## src/rtl/ifu_pkg.sv

```systemverilog
// Shared definitions for the instruction-fetch unit: bus widths, reset PC and FSM encoding.
package ifu_pkg;

  localparam int                IFU_PC_W     = 32;
  localparam int                IFU_INST_W   = 32;
  localparam logic [31:0]       IFU_RESET_PC = 32'h8000_0000;

  typedef enum logic [1:0] {
    IDLE = 2'd0,
    REQ  = 2'd1,
    WAIT = 2'd2,
    OUT  = 2'd3
  } ifu_state_e;

endpackage

```

## src/rtl/ifu_pc_gen.sv

```systemverilog
// Program counter: redirect priority (branch over bypass), word alignment and sequential increment.
module ifu_pc_gen
  import ifu_pkg::*;
#(
  parameter int              PC_W     = IFU_PC_W,
  parameter logic [PC_W-1:0] RESET_PC = PC_W'(IFU_RESET_PC)
) (
  input  logic            clock,
  input  logic            reset,
  input  logic            br_en_i,
  input  logic [PC_W-1:0] br_npc_i,
  input  logic            byp_en_i,
  input  logic [PC_W-1:0] byp_npc_i,
  input  logic            inc_i,
  output logic            redir_o,
  output logic [PC_W-1:0] pc_o
);

  logic [PC_W-1:0] pc_q, pc_d, target;

  assign redir_o = br_en_i | byp_en_i;
  assign pc_o    = pc_q;

  // The branch comes from an older instruction than the decode bypass, so it wins.
  always_comb begin
    target      = br_en_i ? br_npc_i : byp_npc_i;
    target[1:0] = 2'b00;
  end

  // NOTE: every always_comb output gets a default first so no path leaves it unassigned (no latch).
  always_comb begin
    pc_d = pc_q;
    if (redir_o)    pc_d = target;
    else if (inc_i) pc_d = pc_q + PC_W'(4);
  end

  // NOTE: state registers use non-blocking assignments so every flop samples pre-edge values.
  always_ff @(posedge clock) begin
    if (reset) pc_q <= RESET_PC;
    else        pc_q <= pc_d;
  end

endmodule

```

## src/rtl/ifu.sv

```systemverilog
// Instruction-fetch stage: one outstanding imem request, squash-on-redirect, registered {pc, inst}
// presented to decode with a valid/ready handshake.
module ifu
  import ifu_pkg::*;
#(
  parameter int              PC_W     = IFU_PC_W,
  parameter int              INST_W   = IFU_INST_W,
  parameter logic [PC_W-1:0] RESET_PC = PC_W'(IFU_RESET_PC)
) (
  input  logic              clock,
  input  logic              reset,
  input  logic              br_en_i,
  input  logic [PC_W-1:0]   br_npc_i,
  input  logic              byp_en_i,
  input  logic [PC_W-1:0]   byp_npc_i,
  output logic              imem_req_valid_o,
  input  logic              imem_req_ready_i,
  output logic [PC_W-1:0]   imem_req_addr_o,
  input  logic              imem_rsp_valid_i,
  input  logic [INST_W-1:0] imem_rsp_data_i,
  output logic              f_valid_o,
  input  logic              D_ready_i,
  output logic [PC_W-1:0]   pc_o,
  output logic [INST_W-1:0] inst_o
);

  ifu_state_e        state_q, state_d;
  logic              kill_q, kill_d;
  logic [PC_W-1:0]   hold_q, hold_d;
  logic [PC_W-1:0]   pc_out_q, pc_out_d;
  logic [INST_W-1:0] inst_q, inst_d;
  logic [PC_W-1:0]   pc;
  logic              redir;
  logic              inc;

  ifu_pc_gen #(
    .PC_W     (PC_W),
    .RESET_PC (RESET_PC)
  ) u_pc_gen (
    .clock     (clock),
    .reset     (reset),
    .br_en_i   (br_en_i),
    .br_npc_i  (br_npc_i),
    .byp_en_i  (byp_en_i),
    .byp_npc_i (byp_npc_i),
    .inc_i     (inc),
    .redir_o   (redir),
    .pc_o      (pc)
  );

  always_comb begin
    state_d          = state_q;
    kill_d           = kill_q;
    hold_d           = hold_q;
    pc_out_d         = pc_out_q;
    inst_d           = inst_q;
    inc              = 1'b0;
    imem_req_valid_o = 1'b0;
    unique case (state_q)
      IDLE: state_d = REQ;
      REQ: begin
        imem_req_valid_o = 1'b1;
        if (imem_req_ready_i) begin
          state_d = WAIT;
          if (redir) kill_d = 1'b1;
        end else if (redir && !kill_q) begin
          // Request must stay stable while valid, so remember the address already on the bus.
          kill_d = 1'b1;
          hold_d = pc;
        end
      end
      WAIT: begin
        if (imem_rsp_valid_i) begin
          if (kill_q || redir) begin
            kill_d  = 1'b0;
            state_d = REQ;
          end else begin
            inst_d   = imem_rsp_data_i;
            pc_out_d = pc;
            state_d  = OUT;
          end
        end else if (redir) begin
          kill_d = 1'b1;
        end
      end
      OUT: begin
        if (redir) begin
          state_d = REQ;
        end else if (D_ready_i) begin
          inc     = 1'b1;
          state_d = REQ;
        end
      end
      default: state_d = IDLE;
    endcase
  end

  // kill_q in REQ only arises from an unaccepted redirect, so it selects the held address.
  assign imem_req_addr_o = (state_q == REQ && kill_q) ? hold_q : pc;
  assign f_valid_o       = (state_q == OUT) && !redir;
  assign pc_o            = pc_out_q;
  assign inst_o          = inst_q;

  always_ff @(posedge clock) begin
    if (reset) begin
      state_q  <= IDLE;
      kill_q   <= 1'b0;
      hold_q   <= '0;
      pc_out_q <= '0;
      inst_q   <= '0;
    end else begin
      state_q  <= state_d;
      kill_q   <= kill_d;
      hold_q   <= hold_d;
      pc_out_q <= pc_out_d;
      inst_q   <= inst_d;
    end
  end

endmodule

```

## config.mk

```make
export PLATFORM = sky130hd
export DESIGN_NAME = ifu
export DESIGN_NICKNAME = d
export VERILOG_FILES = /design/src/rtl/ifu_pkg.sv /design/src/rtl/ifu_pc_gen.sv /design/src/rtl/ifu.sv
export SDC_FILE = /design/constraint.sdc
export NUM_CORES = 1
export LEC_CHECK = 0
export ABC_AREA = 1
export BUFFER_PORTS_ARGS = -buffer_cell sky130_fd_sc_hd__buf_4
export CAP_MARGIN = 20
export CORE_ASPECT_RATIO = 0.75
export CORE_MARGIN = 2
export CORE_UTILIZATION = 45
export CTS_BUF_LIST = sky130_fd_sc_hd__clkbuf_8
export DETAILED_ROUTE_END_ITERATION = 10
export GPL_TIMING_DRIVEN = 0
export HOLD_SLACK_MARGIN = 0.02
export PLACE_DENSITY_LB_ADDON = 0.08
export RECOVER_POWER = 25
export SLEW_MARGIN = 20
export SYNTH_ARGS = -nofsm -noshare
export SYNTH_HDL_FRONTEND = slang
export SYNTH_HIERARCHICAL = 1
export SYNTH_SLANG_ARGS = --single-unit
```

## constraint.sdc

```tcl
create_clock -name clock -period 6.19 [get_ports clock]
set_clock_uncertainty 0.05 [all_clocks]
set_input_delay 1.238 -clock clock [delete_from_list [all_inputs] [get_ports clock]]
set_output_delay 1.238 -clock clock [all_outputs]
set_load 0.01 [all_outputs]
```

==> key figures <==
Cells and area
  – Synth-to-Final Area Change: 29.7%
  – Layout cells sized above 1: 24.5%
  – Commonest non-fill, non-tap cell in the layout: nor2_1
  – Final nets: 1,176
  – Finished Layout Cells: 1,256
  – Most frequent cells in the layout: nor2_1, buf_4, dfxtp_1
  – Ant. Diodes: 0

Timing
  – Final hold violation count: 0
  – Max_slew headroom: 43.9%
  – Fmax: 251 MHz
  – Final setup violation count: 0
  – RSZ-0062 raised after global routing: false
  – Final max-slew violation count: 0
  – Setup TNS: 0 ps
  – Period Utilization, post-route: 64.3%
  – Slew @ Worst Pin: 835 ps
  – Final Critical Period: 3980 ps

Floorplanning
  – IO Pins: 201
  – Core Box Area: 13,700 um^2
  – Die Footprint: 14,900 um^2
  – Placement Rows: 37
  – Initial Util: 46.0%
  – Die Wd: 140 um
  – Chip height: 106 um

Critical path
  – Worst reg2reg setup slack: 3890 ps
  – Reg-to-reg critical path endpoint: u_pc_gen/pc_o[29]
  – Worst Setup SP: br_en_i
  – CP required: 4900 ps
  – Crit path max fanout: 11
  – Crit path to: f_valid_o
  – Startpoint type of the worst setup path: input port
  – Critical Path AT: 2690 ps
  – CP Capture Type: primary output
  – Worst R2R Path Depth: 7
  – Critical path class: in2out
  – R2R Path Start: state_q[0]

Yosys
  – Register area share after synthesis: 41.1%
  – Ys Warns: 6
  – Register bit count reported by yosys: 129
  – Post-synthesis cell type count: 43
  – Avg Inst Size Synth: 7.36 um^2
  – Synthesized area: 6280 um^2
  – Syn Inst Count: 853

Place
  – Dpl cells: 1,224
  – Gpl congestion: 0.932
  – I/O Buffers: 195
  – Detail Placement HPWL: 14.5 mm

Clocking
  – Postcts setup bufs: 0
  – Post-cts resize count: 0
  – Clock latency on the worst-skew pair: 440 ps
  – CTS tree: built
  – Root Driver: clkbuf_8
  – Clk sink count: 129
  – Clock-pin slew on the worst setup and hold paths: 70 ps
  – Cts hold-fix bufs: 0
  – Htree depth: 4
  – Deepest clock path buffer count: 2
  – Total CTS buffers: 17

Detailed routing
  – Routed met2 length: 8.21 mm
  – Top sig layer: met4
  – M1 WL: 9.35 mm
  – Wire length per cell: 15.4 um
  – Met3 wire length: 1.58 mm
  – Drt initial violations: 473
  – Residual DRC: 0
  – Total number of vias: 6,431
  – Total Wirelength: 19.4 mm
  – Post-DRT Antenna Nets: 0
  – Vias/cell: 5.12
  – Drt pass-1 iters: 5

GRT
  – Initial antenna violation count: 0
  – Gr ovfl total: 0
  – Pin count of the biggest net entering global routing: 17
  – First-pass GRT wire length: 30.9 mm
  – Vias in the first global route: 5,832
  – GRT Util Overall: 26.2%

Min path
  – Hold Path Cell Cnt: 2
  – Worst Hold Class: reg2reg

Power
  – Sequential share of power: 45.6%
  – Combinational power share: 19.3%
  – P_leak: 0.00349 uW
  – Worst vdd ir: 0.000154 V
  – Switch share: 30.8%
  – Internal power: 1440 uW
  – Net switching power: 640 uW
  – Power per cell area: 255 nW/um^2
  – Clock share of power: 35.2%

Outcome
  – Status: finished, final reports clean

Job
  – Max-Cap Viols: 0
-- cell families after synthesis --
| kind of cell | share of synthesized area [%] |
|---|---|
| flip-flops | 41.1 |
| AO/OA/AOI/OAI | 18.4 |
| XOR/XNOR | 0.558 |
| adder cells (fa/ha/maj) | 0.997 |
| other | 0.0597 |
| buffers and inverters | 7.08 |
| AND/OR/NAND/NOR | 26.1 |
| multiplexers | 5.74 |
-- layout make-up --
| cell class | instances | area (um^2) |
|---|---|---|
| clock inverters | 15 | 160 |
| repair buffers | 195 | 1280 |
| plain buffers | 51 | 288 |
| clock buffers | 17 | 234 |
| inverters | 38 | 145 |
| fillers | 1386 | 5520 |
| well taps | 175 | 219 |
| flip-flops and latches | 129 | 2580 |
| multi-input cells | 636 | 3230 |
-- Yosys cell counts (all sizes together) --
| cell | n | area [um^2] |
|---|---|---|
| a21o | 1 | 7.51 |
| a21oi | 28 | 140 |
| a221oi | 19 | 166 |
| a22oi | 12 | 90.1 |
| a31o | 1 | 8.76 |
| a31oi | 7 | 43.8 |
| and2 | 1 | 6.26 |
| buf | 32 | 220 |
| clkbuf | 19 | 78.8 |
| conb | 1 | 3.75 |
| dfxtp | 129 | 2580 |
| ha | 5 | 62.6 |
| inv | 38 | 145 |
| mux2 | 32 | 360 |
| nand2 | 107 | 427 |
| nand3 | 25 | 135 |
| nand3b | 4 | 30.0 |
| nand4 | 2 | 12.5 |
| nor2 | 247 | 1000 |
| nor3 | 2 | 10.0 |
| o211ai | 2 | 15.0 |
| o21ai | 130 | 654 |
| o21bai | 3 | 26.3 |
| or2 | 2 | 12.5 |
| xnor2 | 3 | 26.3 |
| xor2 | 1 | 8.76 |
-- state kept, by name, indices dropped and copies added, names as in the netlist --
signal and cells:
hold_q 32, inst_o 32, pc_o 32, kill_q 1, state_q 2, u_pc_gen/pc_o 30
-- critical path, stage by stage --
cell and delay (ps):
clkbuf_1 120, nor2_1 530, inv_1 440, nor2_1 220, buf_4 140
-- how the worst min path moves through the flow --
stage	startpoint	endpoint	slack, ps
finish	pc_o[5]	pc_o[5]	430
global route	pc_o[15]	pc_o[15]	450
CTS	pc_o[5]	pc_o[5]	440
detailed placement	pc_o[5]	pc_o[5]	420
global placement	inst_o[26]	inst_o[26]	410
floorplan	hold_q[6]	hold_q[6]	410
-- through the flow --
step	area [um^2]	hold slack (ps)	worst slack, ps	total power [uW]	utilization, %
after floorplan	6280	410	3060	1190	-
after global placement	7960	415	2720	1370	58.3
after detailed placement	7960	423	2740	1370	58.3
after CTS	8360	440	2710	2100	61.2
after global routing	8140	454	2050	2190	59.6
final	8140	430	2210	2080	59.6
-- power groups by stage --
stage	logic [uW]	clock network (uW)	registers, uW
4_1_cts	410	741	946
3_3_place_gp	404	0	964
2_1_floorplan	240	0	951
5_1_grt	445	789	956
6_report	400	730	946
3_5_place_dp	408	0	965
-- per-layer routing --
layer / track usage, % / up-vias
met4: 7.86 / 0
met2: 39.5 / 245
met3: 5.72 / 20
met5: 0 / -
met1: 37.5 / 2884
li1: - / 3282
No activity file was read; power rests on OpenSTA's default activity.
